===== config.mk =====
export PLATFORM = sky130hd
export DESIGN_NAME = pieo_enq_fifo_tracker_flat
export DESIGN_NICKNAME = d
export VERILOG_FILES = /design/src/rtl/pieo_sched_pkg.sv /design/src/rtl/pieo_enq_fifo_tracker_if.sv /design/src/rtl/pieo_enq_fifo_tracker_rr_arbiter.sv /design/src/rtl/pieo_enq_fifo_tracker.sv /design/src/flat_wrapper.sv
export SDC_FILE = /design/constraint.sdc
export NUM_CORES = 1
export LEC_CHECK = 0
export ABC_CLOCK_PERIOD_IN_PS = 3100
export BUFFER_PORTS_ARGS = -buffer_cell sky130_fd_sc_hd__buf_2
export CAP_MARGIN = 20
export CORE_UTILIZATION = 50
export DETAILED_ROUTE_END_ITERATION = 7
export GPL_ROUTABILITY_DRIVEN = 1
export GPL_TIMING_DRIVEN = 0
export PLACE_DENSITY = 0.86
export SYNTH_ARGS = -nofsm -noshare
export SYNTH_HDL_FRONTEND = slang
export SYNTH_SLANG_ARGS = --single-unit

===== constraint.sdc =====
create_clock -name clk -period 3.1 [get_ports clk]
set_input_delay 0.465 -clock clk [delete_from_list [all_inputs] [get_ports clk]]
set_output_delay 0.465 -clock clk [all_outputs]
set_load 0.1 [all_outputs]

===== src/rtl/pieo_sched_pkg.sv =====
// Shared PIEO scheduler definitions: geometry, element field layout and
// pack/unpack helpers used by the enqueue tracker, the PIEO and post-dequeue.
package pieo_sched_pkg;

   localparam int NUM_QUEUES = 3;
   localparam int ID_LOG     = $clog2(NUM_QUEUES);
   localparam int RANK_LOG   = 1;
   localparam int TIME_LOG   = 1;
   localparam int ELEM_W     = ID_LOG + RANK_LOG + TIME_LOG;

   localparam int ID_LSB   = 0;
   localparam int RANK_LSB = ID_LOG;
   localparam int TIME_LSB = ID_LOG + RANK_LOG;

   typedef logic [ID_LOG-1:0]   id_t;
   typedef logic [RANK_LOG-1:0] rank_t;
   typedef logic [TIME_LOG-1:0] time_t;
   typedef logic [ELEM_W-1:0]   elem_t;
   typedef logic [ID_LOG:0]     count_t;

   function automatic elem_t elem_pack(time_t t, rank_t r, id_t id);
      elem_t e;
      e = '0;
      e[ID_LSB   +: ID_LOG]   = id;
      e[RANK_LSB +: RANK_LOG] = r;
      e[TIME_LSB +: TIME_LOG] = t;
      return e;
   endfunction

   function automatic id_t elem_id(elem_t e);
      return e[ID_LSB +: ID_LOG];
   endfunction

   function automatic rank_t elem_rank(elem_t e);
      return e[RANK_LSB +: RANK_LOG];
   endfunction

   function automatic time_t elem_time(elem_t e);
      return e[TIME_LSB +: TIME_LOG];
   endfunction

   function automatic count_t popcount(logic [NUM_QUEUES-1:0] m);
      count_t c;
      c = '0;
      for (int i = 0; i < NUM_QUEUES; i++) begin
         c = c + count_t'(m[i]);
      end
      return c;
   endfunction

endpackage


===== src/rtl/pieo_enq_fifo_tracker_if.sv =====
// Bundle between the enqueue tracker and its environment (FIFOs, shaper,
// post-dequeue stage and the PIEO enqueue port).
interface pieo_enq_fifo_tracker_if;
   import pieo_sched_pkg::*;

   logic                           en_in;
   logic [NUM_QUEUES-1:0]          fifo_tvalid;
   logic [NUM_QUEUES-1:0]          tb_fifo_eligible;
   logic [NUM_QUEUES-1:0]          post_deq_end;
   logic [NUM_QUEUES*RANK_LOG-1:0] fifo_rank;
   logic                           enq_valid;
   logic                           enq_ready;
   logic [ELEM_W-1:0]              enq_element;
   logic [NUM_QUEUES-1:0]          queued_mask;
   logic [ID_LOG:0]                queued_count;
   logic                           protocol_err;

   modport master (
      input  en_in, fifo_tvalid, tb_fifo_eligible, post_deq_end, fifo_rank, enq_ready,
      output enq_valid, enq_element, queued_mask, queued_count, protocol_err
   );

   modport slave (
      output en_in, fifo_tvalid, tb_fifo_eligible, post_deq_end, fifo_rank, enq_ready,
      input  enq_valid, enq_element, queued_mask, queued_count, protocol_err
   );

endinterface


===== src/rtl/pieo_enq_fifo_tracker_rr_arbiter.sv =====
// Combinational round-robin arbiter: first requester at or after ptr wins,
// wrapping correctly for non-power-of-two N.
module rr_arbiter #(
   parameter int N = 3,
   localparam int W = (N > 1) ? $clog2(N) : 1
) (
   input  logic [N-1:0] req,
   input  logic [W-1:0] ptr,
   output logic [W-1:0] grant_id,
   output logic         grant_valid
);

   logic [N-1:0] rot_req;
   logic [W-1:0] rot_id [N];

   for (genvar gi = 0; gi < N; gi++) begin : g_rot
      logic [W:0] sum;
      assign sum          = {1'b0, ptr} + (W+1)'(gi);
      assign rot_id[gi]   = (sum >= (W+1)'(N)) ? W'(sum - (W+1)'(N)) : sum[W-1:0];
      assign rot_req[gi]  = req[rot_id[gi]];
   end

   // Scan from the far end so the slot nearest ptr overwrites last.
   always_comb begin
      grant_valid = 1'b0;
      grant_id    = '0;
      for (int k = N - 1; k >= 0; k--) begin
         if (rot_req[k]) begin
            grant_valid = 1'b1;
            grant_id    = rot_id[k];
         end
      end
   end

endmodule


===== src/rtl/pieo_enq_fifo_tracker.sv =====
// Enqueue-side flow tracker: issues one {time, rank, id} element per
// non-empty, eligible, non-resident queue and tracks PIEO residency.
module pieo_enq_fifo_tracker
   import pieo_sched_pkg::*;
(
   input  logic                        clk,
   input  logic                        rst,
   pieo_enq_fifo_tracker_if.master     bus
);

   logic                  enq_valid_q, enq_valid_d;
   elem_t                 elem_q, elem_d;
   logic [NUM_QUEUES-1:0] mask_q, mask_d;
   count_t                count_q, count_d;
   logic                  err_q, err_d;
   id_t                   rr_q, rr_d;
   time_t                 ts_q;

   logic [NUM_QUEUES-1:0] cand;
   logic [NUM_QUEUES-1:0] acc_hit;
   logic [NUM_QUEUES-1:0] err_hit;
   rank_t                 rank_arr [NUM_QUEUES];
   id_t                   held_id;
   id_t                   grant_id;
   logic                  grant_valid;
   logic                  accept;
   logic                  load;

   assign held_id = elem_id(elem_q);
   assign accept  = enq_valid_q & bus.enq_ready;

   // The held element is excluded so the accepting edge picks a different queue.
   for (genvar gi = 0; gi < NUM_QUEUES; gi++) begin : g_queue
      logic is_held;
      assign is_held      = enq_valid_q && (held_id == id_t'(gi));
      assign rank_arr[gi] = bus.fifo_rank[gi*RANK_LOG +: RANK_LOG];
      assign cand[gi]     = bus.fifo_tvalid[gi] & bus.tb_fifo_eligible[gi]
                            & ~mask_q[gi] & ~is_held;
      assign acc_hit[gi]  = accept & is_held;
      assign mask_d[gi]   = acc_hit[gi] | (mask_q[gi] & ~bus.post_deq_end[gi]);
      assign err_hit[gi]  = bus.post_deq_end[gi] & (~mask_q[gi] | acc_hit[gi]);
   end

   rr_arbiter #(.N(NUM_QUEUES)) u_arb (
      .req         (cand),
      .ptr         (rr_q),
      .grant_id    (grant_id),
      .grant_valid (grant_valid)
   );

   assign load = bus.en_in & grant_valid & (~enq_valid_q | accept);

   always_comb begin
      enq_valid_d = enq_valid_q;
      elem_d      = elem_q;
      rr_d        = rr_q;
      if (load) begin
         enq_valid_d = 1'b1;
         elem_d      = elem_pack(ts_q, rank_arr[grant_id], grant_id);
      end else if (accept) begin
         enq_valid_d = 1'b0;
      end
      if (accept) begin
         rr_d = (held_id == id_t'(NUM_QUEUES - 1)) ? '0 : held_id + id_t'(1);
      end
      count_d = popcount(mask_d);
      err_d   = err_q | (|err_hit);
   end

   always_ff @(posedge clk) begin
      if (rst) begin
         enq_valid_q <= 1'b0;
         elem_q      <= '0;
         mask_q      <= '0;
         count_q     <= '0;
         err_q       <= 1'b0;
         rr_q        <= '0;
         ts_q        <= '0;
      end else begin
         enq_valid_q <= enq_valid_d;
         elem_q      <= elem_d;
         mask_q      <= mask_d;
         count_q     <= count_d;
         err_q       <= err_d;
         rr_q        <= rr_d;
         ts_q        <= ts_q + time_t'(1);
      end
   end

   assign bus.enq_valid    = enq_valid_q;
   assign bus.enq_element  = elem_q;
   assign bus.queued_mask  = mask_q;
   assign bus.queued_count = count_q;
   assign bus.protocol_err = err_q;

endmodule


===== src/flat_wrapper.sv =====
// flat-port wrapper written by rule: the top's interface ports become plain ports
module pieo_enq_fifo_tracker_flat import pieo_sched_pkg::*;
  (clk, rst, bus_en_in, bus_fifo_tvalid, bus_tb_fifo_eligible, bus_post_deq_end, bus_fifo_rank, bus_enq_ready, bus_enq_valid, bus_enq_element, bus_queued_mask, bus_queued_count, bus_protocol_err);
  pieo_enq_fifo_tracker_if bus_i ();
  input  logic clk;
  input  logic rst;
  input wire logic [$bits(bus_i.en_in)-1:0] bus_en_in;
  input wire logic [$bits(bus_i.fifo_tvalid)-1:0] bus_fifo_tvalid;
  input wire logic [$bits(bus_i.tb_fifo_eligible)-1:0] bus_tb_fifo_eligible;
  input wire logic [$bits(bus_i.post_deq_end)-1:0] bus_post_deq_end;
  input wire logic [$bits(bus_i.fifo_rank)-1:0] bus_fifo_rank;
  input wire logic [$bits(bus_i.enq_ready)-1:0] bus_enq_ready;
  output wire logic [$bits(bus_i.enq_valid)-1:0] bus_enq_valid;
  output wire logic [$bits(bus_i.enq_element)-1:0] bus_enq_element;
  output wire logic [$bits(bus_i.queued_mask)-1:0] bus_queued_mask;
  output wire logic [$bits(bus_i.queued_count)-1:0] bus_queued_count;
  output wire logic [$bits(bus_i.protocol_err)-1:0] bus_protocol_err;
  assign bus_i.en_in = bus_en_in;
  assign bus_i.fifo_tvalid = bus_fifo_tvalid;
  assign bus_i.tb_fifo_eligible = bus_tb_fifo_eligible;
  assign bus_i.post_deq_end = bus_post_deq_end;
  assign bus_i.fifo_rank = bus_fifo_rank;
  assign bus_i.enq_ready = bus_enq_ready;
  assign bus_enq_valid = bus_i.enq_valid;
  assign bus_enq_element = bus_i.enq_element;
  assign bus_queued_mask = bus_i.queued_mask;
  assign bus_queued_count = bus_i.queued_count;
  assign bus_protocol_err = bus_i.protocol_err;
  pieo_enq_fifo_tracker u_core (.clk(clk), .rst(rst), .bus(bus_i));
endmodule

==> impl_metrics.py <==
metrics = {
    "synthesis": {
        "avgSynthCellArea_um2": 8.387,
        "ys_seq_area_frac": 0.3545,
        "synth_nets": 123,
        "synth-seq-cells": 15,
        "synthDistinctLibCells": 31,
        "syn_area_um2": 847.1,
        "synthCells": 101,
        "yosysWarnings": 0,
    },
    "clock_tree": {
        "cts_root_buf": "clkbuf_4",
        "clkLatencyLatePin_ps": 280,
        "clockBufferDepth": 2,
        "clkSinkCount": 15,
        "ctsResizeCount": 0,
        "clk_pin_slew_ps": 90,
        "cts_buffers": 3,
        "htree_levels": 1,
        "ctsHoldBuffers": 0,
        "cts_tree": "built",
        "post_cts_buffers": 0,
    },
    "setup_path": {
        "crit_top_cell": "ha_1",
        "cp.arrival_ps": 2150,
        "critPathSlowestCell": "dfxtp_1",
        "crit_type": "reg -> reg",
        "rr_startpoint": "u_core.bus.enq_valid$_SDFFE_PP0P_",
        "worst_path_largest_cell_delay_ps": 430,
        "cp-startpoint": "u_core.bus.enq_valid$_SDFFE_PP0P_",
        "worst_r2r_path_depth": 8,
        "crit_chain": "nand2_1 > nor3_1 > a21oi_1 > inv_1 > ha_1 > ha_1 > ha_1 > nor2b_1",
        "cp-start-kind": "flop",
        "r2r-end": "u_core.bus.queued_count[2]$_SDFF_PP0_",
        "crit_fanout": 7,
        "crit_cells": 8,
        "rrSetupSlack_ps": 1130,
        "crit_buf_inv": 1,
        "critPathTopFamily": "adder cells",
        "endpoint": "u_core.bus.queued_count[2]$_SDFF_PP0_",
        "worstPathRequired_ps": 3280,
        "crit_path_end_kind": "flop",
    },
    "place": {
        "port_buffers": 27,
        "gp_congestion": 0.8164,
        "hpwl_um": 1472,
    },
    "routing": {
        "wl_per_cell_um": 12.59,
        "ant_nets": 0,
        "num_vias": 816,
        "highest_layer": "met4",
        "wl_met2_um": 912,
        "dr.pass1.iters": 4,
        "wl_met3_um": 99,
        "drt-total-wl_um": 1864,
        "drt_iter0_markers": 13,
        "viasPerCell": 5.514,
        "wl_met1_um": 780,
        "drc": 0,
    },
    "finish": {
        "seqCellArea_um2": 300.3,
        "fin_nets": 155,
        "multiInputGateArea_um2": 505.5,
        "n_fill_cell": 133,
        "insertedDiodeCount": 0,
        "synthToLayoutAreaGrowth_pct": 21.42,
        "drive_above_1_share": 0.2727,
    },
    "min_path": {
        "hold_path.class": "reg -> reg",
    },
    "sta": {
        "worst_pin_slew_ps": 506.3,
        "min_period_ps": 1967,
        "final_max_slew_viol_count": 0,
        "timing.setup.tns_ps": 0,
        "rsz0062_at_grt": "false",
        "period_share": 0.6346,
        "max_freq_ghz": 0.5083,
        "setup_viol_count_final": 0,
        "hold_violations": 0,
        "max_slew_margin": 0.6648,
        "skew_ps": 9.117,
    },
    "global_routing": {
        "grt_use_total": 0.2170,
        "grt_pass1_wl_um": 2994,
        "antenna_found_initial": 0,
        "overflow": 0,
        "first_global_vias": 726,
        "grt_max_degree": 11,
    },
    "power_and_ir_drop": {
        "leakage_nw": 0.5033,
        "vdd_drop_max_v": 0.0003244,
        "cellPowerDensity_nw_per_um2": 415.7,
        "total_power_w": 0.0004275,
    },
    "floorplanning": {
        "die_y_um": 43.16,
        "start_util": 0.5495,
        "num_rows": 14,
        "io_pins": 28,
        "die-area_um2": 1863,
        "core_region_area_um2": 1541,
        "die_w_um": 43.16,
    },
    "run": {
        "cap_violations": 0,
    },
    "outcome": {
        "status": "finished clean",
    },
}
==> state kept, by name (all words and copies together), names as in the netlist <==
| signal | count |
|---|---|
| u_core.bus.enq_element | 4 |
| u_core.bus.enq_valid | 1 |
| u_core.bus.protocol_err | 1 |
| u_core.bus.queued_count | 3 |
| u_core.bus.queued_mask | 3 |
| u_core.rr_q | 2 |
| u_core.ts_q | 1 |
==> worst reg2reg max path, cell delays in order (launching register included) <==
cell     delay [ps]
dfxtp_1         430
nand2_1         140
nor3_1          310
a21oi_1         160
inv_1           100
ha_1            240
ha_1            190
ha_1            180
nor2b_1         120
==> logic make-up after synthesis <==
group / share of synthesized area
AND/OR/NAND/NOR: 0.2570
flip-flops: 0.3545
AO/OA/AOI/OAI: 0.1935
buffers and inverters: 0.04874
adder cells (fa/ha/maj): 0.1108
multiplexers: 0.03545
==> worst min-delay path by stage <==
stage | startpoint | to | slack (ps) | depth (start not counted)
floorplan | u_core.ts_q$_SDFF_PP0_ | u_core.ts_q$_SDFF_PP0_ | 390 | 1
global placement | u_core.ts_q$_SDFF_PP0_ | u_core.ts_q$_SDFF_PP0_ | 400 | 1
detailed placement | u_core.ts_q$_SDFF_PP0_ | u_core.ts_q$_SDFF_PP0_ | 400 | 1
CTS | u_core.ts_q$_SDFF_PP0_ | u_core.ts_q$_SDFF_PP0_ | 420 | 1
global route | u_core.ts_q$_SDFF_PP0_ | u_core.ts_q$_SDFF_PP0_ | 430 | 1
finish | u_core.ts_q$_SDFF_PP0_ | u_core.ts_q$_SDFF_PP0_ | 410 | 1
==> layout make-up <==
class,count,share of cell area
tap,16,0.01946
multi-input combinational,75,0.4915
sequential,15,0.2920
timing repair buffer,27,0.1314
inverter,10,0.03650
clock buffer,4,0.02555
buffer,1,0.003650
==> per-layer routing <==
metal	track usage	up-vias
li1	-	409
met1	0.2619	364
met2	0.3582	35
met3	0.03830	8
met4	0.1212	0
met5	0	-
==> per-stage QoR <==
step / setup WS (ps) / instance area (um2) / hold slack (ps) / cells / utilization
finish: 1133 / 1028 / 412.3 / 148 / 0.6672
global route: 1028 / 1028 / 431.2 / 148 / 0.6672
CTS: 1154 / 1028 / 416.1 / 148 / 0.6672
detailed placement: 988.3 / 1002 / 403.6 / 144 / 0.6502
global placement: 1068 / 1002 / 399.9 / 144 / 0.6502
floorplan: 592.6 / 847.1 / 392.3 / 101 / -
==> power breakdown <==
| part | switching (W) | internal, W |
|---|---|---|
| clock network | 0.0000582 | 0.0000499 |
| logic | 0.0000797 | 0.0000336 |
| registers | 0.00000622 | 0.000200 |
==> cells in the final DEF (no fill, tap or decap), types with 3 or more instances in the layout <==
| master | instances |
|---|---|
| ha_1 | 5 |
| inv_1 | 10 |
| nand3b_1 | 4 |
| nor2_1 | 15 |
| nor3_1 | 4 |
| clkbuf_4 | 3 |
| buf_2 | 27 |
| dfxtp_1 | 15 |
| mux2i_1 | 3 |
| o21ai_0 | 3 |
| nand2_1 | 10 |
| a21oi_1 | 7 |
==> synth_stat cells (all sizes together) <==
cell type	instances	share of area
a211oi	2	0.033
a21boi	2	0.018
a21oi	7	0.041
a22oi	1	0.015
a31oi	1	0.0074
and3b	2	0.022
clkbuf	1	0.0044
dfxtp	15	0.35
fa	1	0.024
ha	5	0.074
inv	10	0.044
maj3	1	0.013
mux2i	3	0.035
nand2	10	0.044
nand2b	2	0.015
nand3b	4	0.035
nand4b	1	0.010
nor2	15	0.066
nor2b	2	0.015
nor3	4	0.024
nor3b	2	0.018
o21a	1	0.0089
o21ai	4	0.028
o22ai	2	0.022
o32ai	1	0.010
o41ai	1	0.010
or2	1	0.0074
Note: power is estimated with default switching activity, not from simulation.
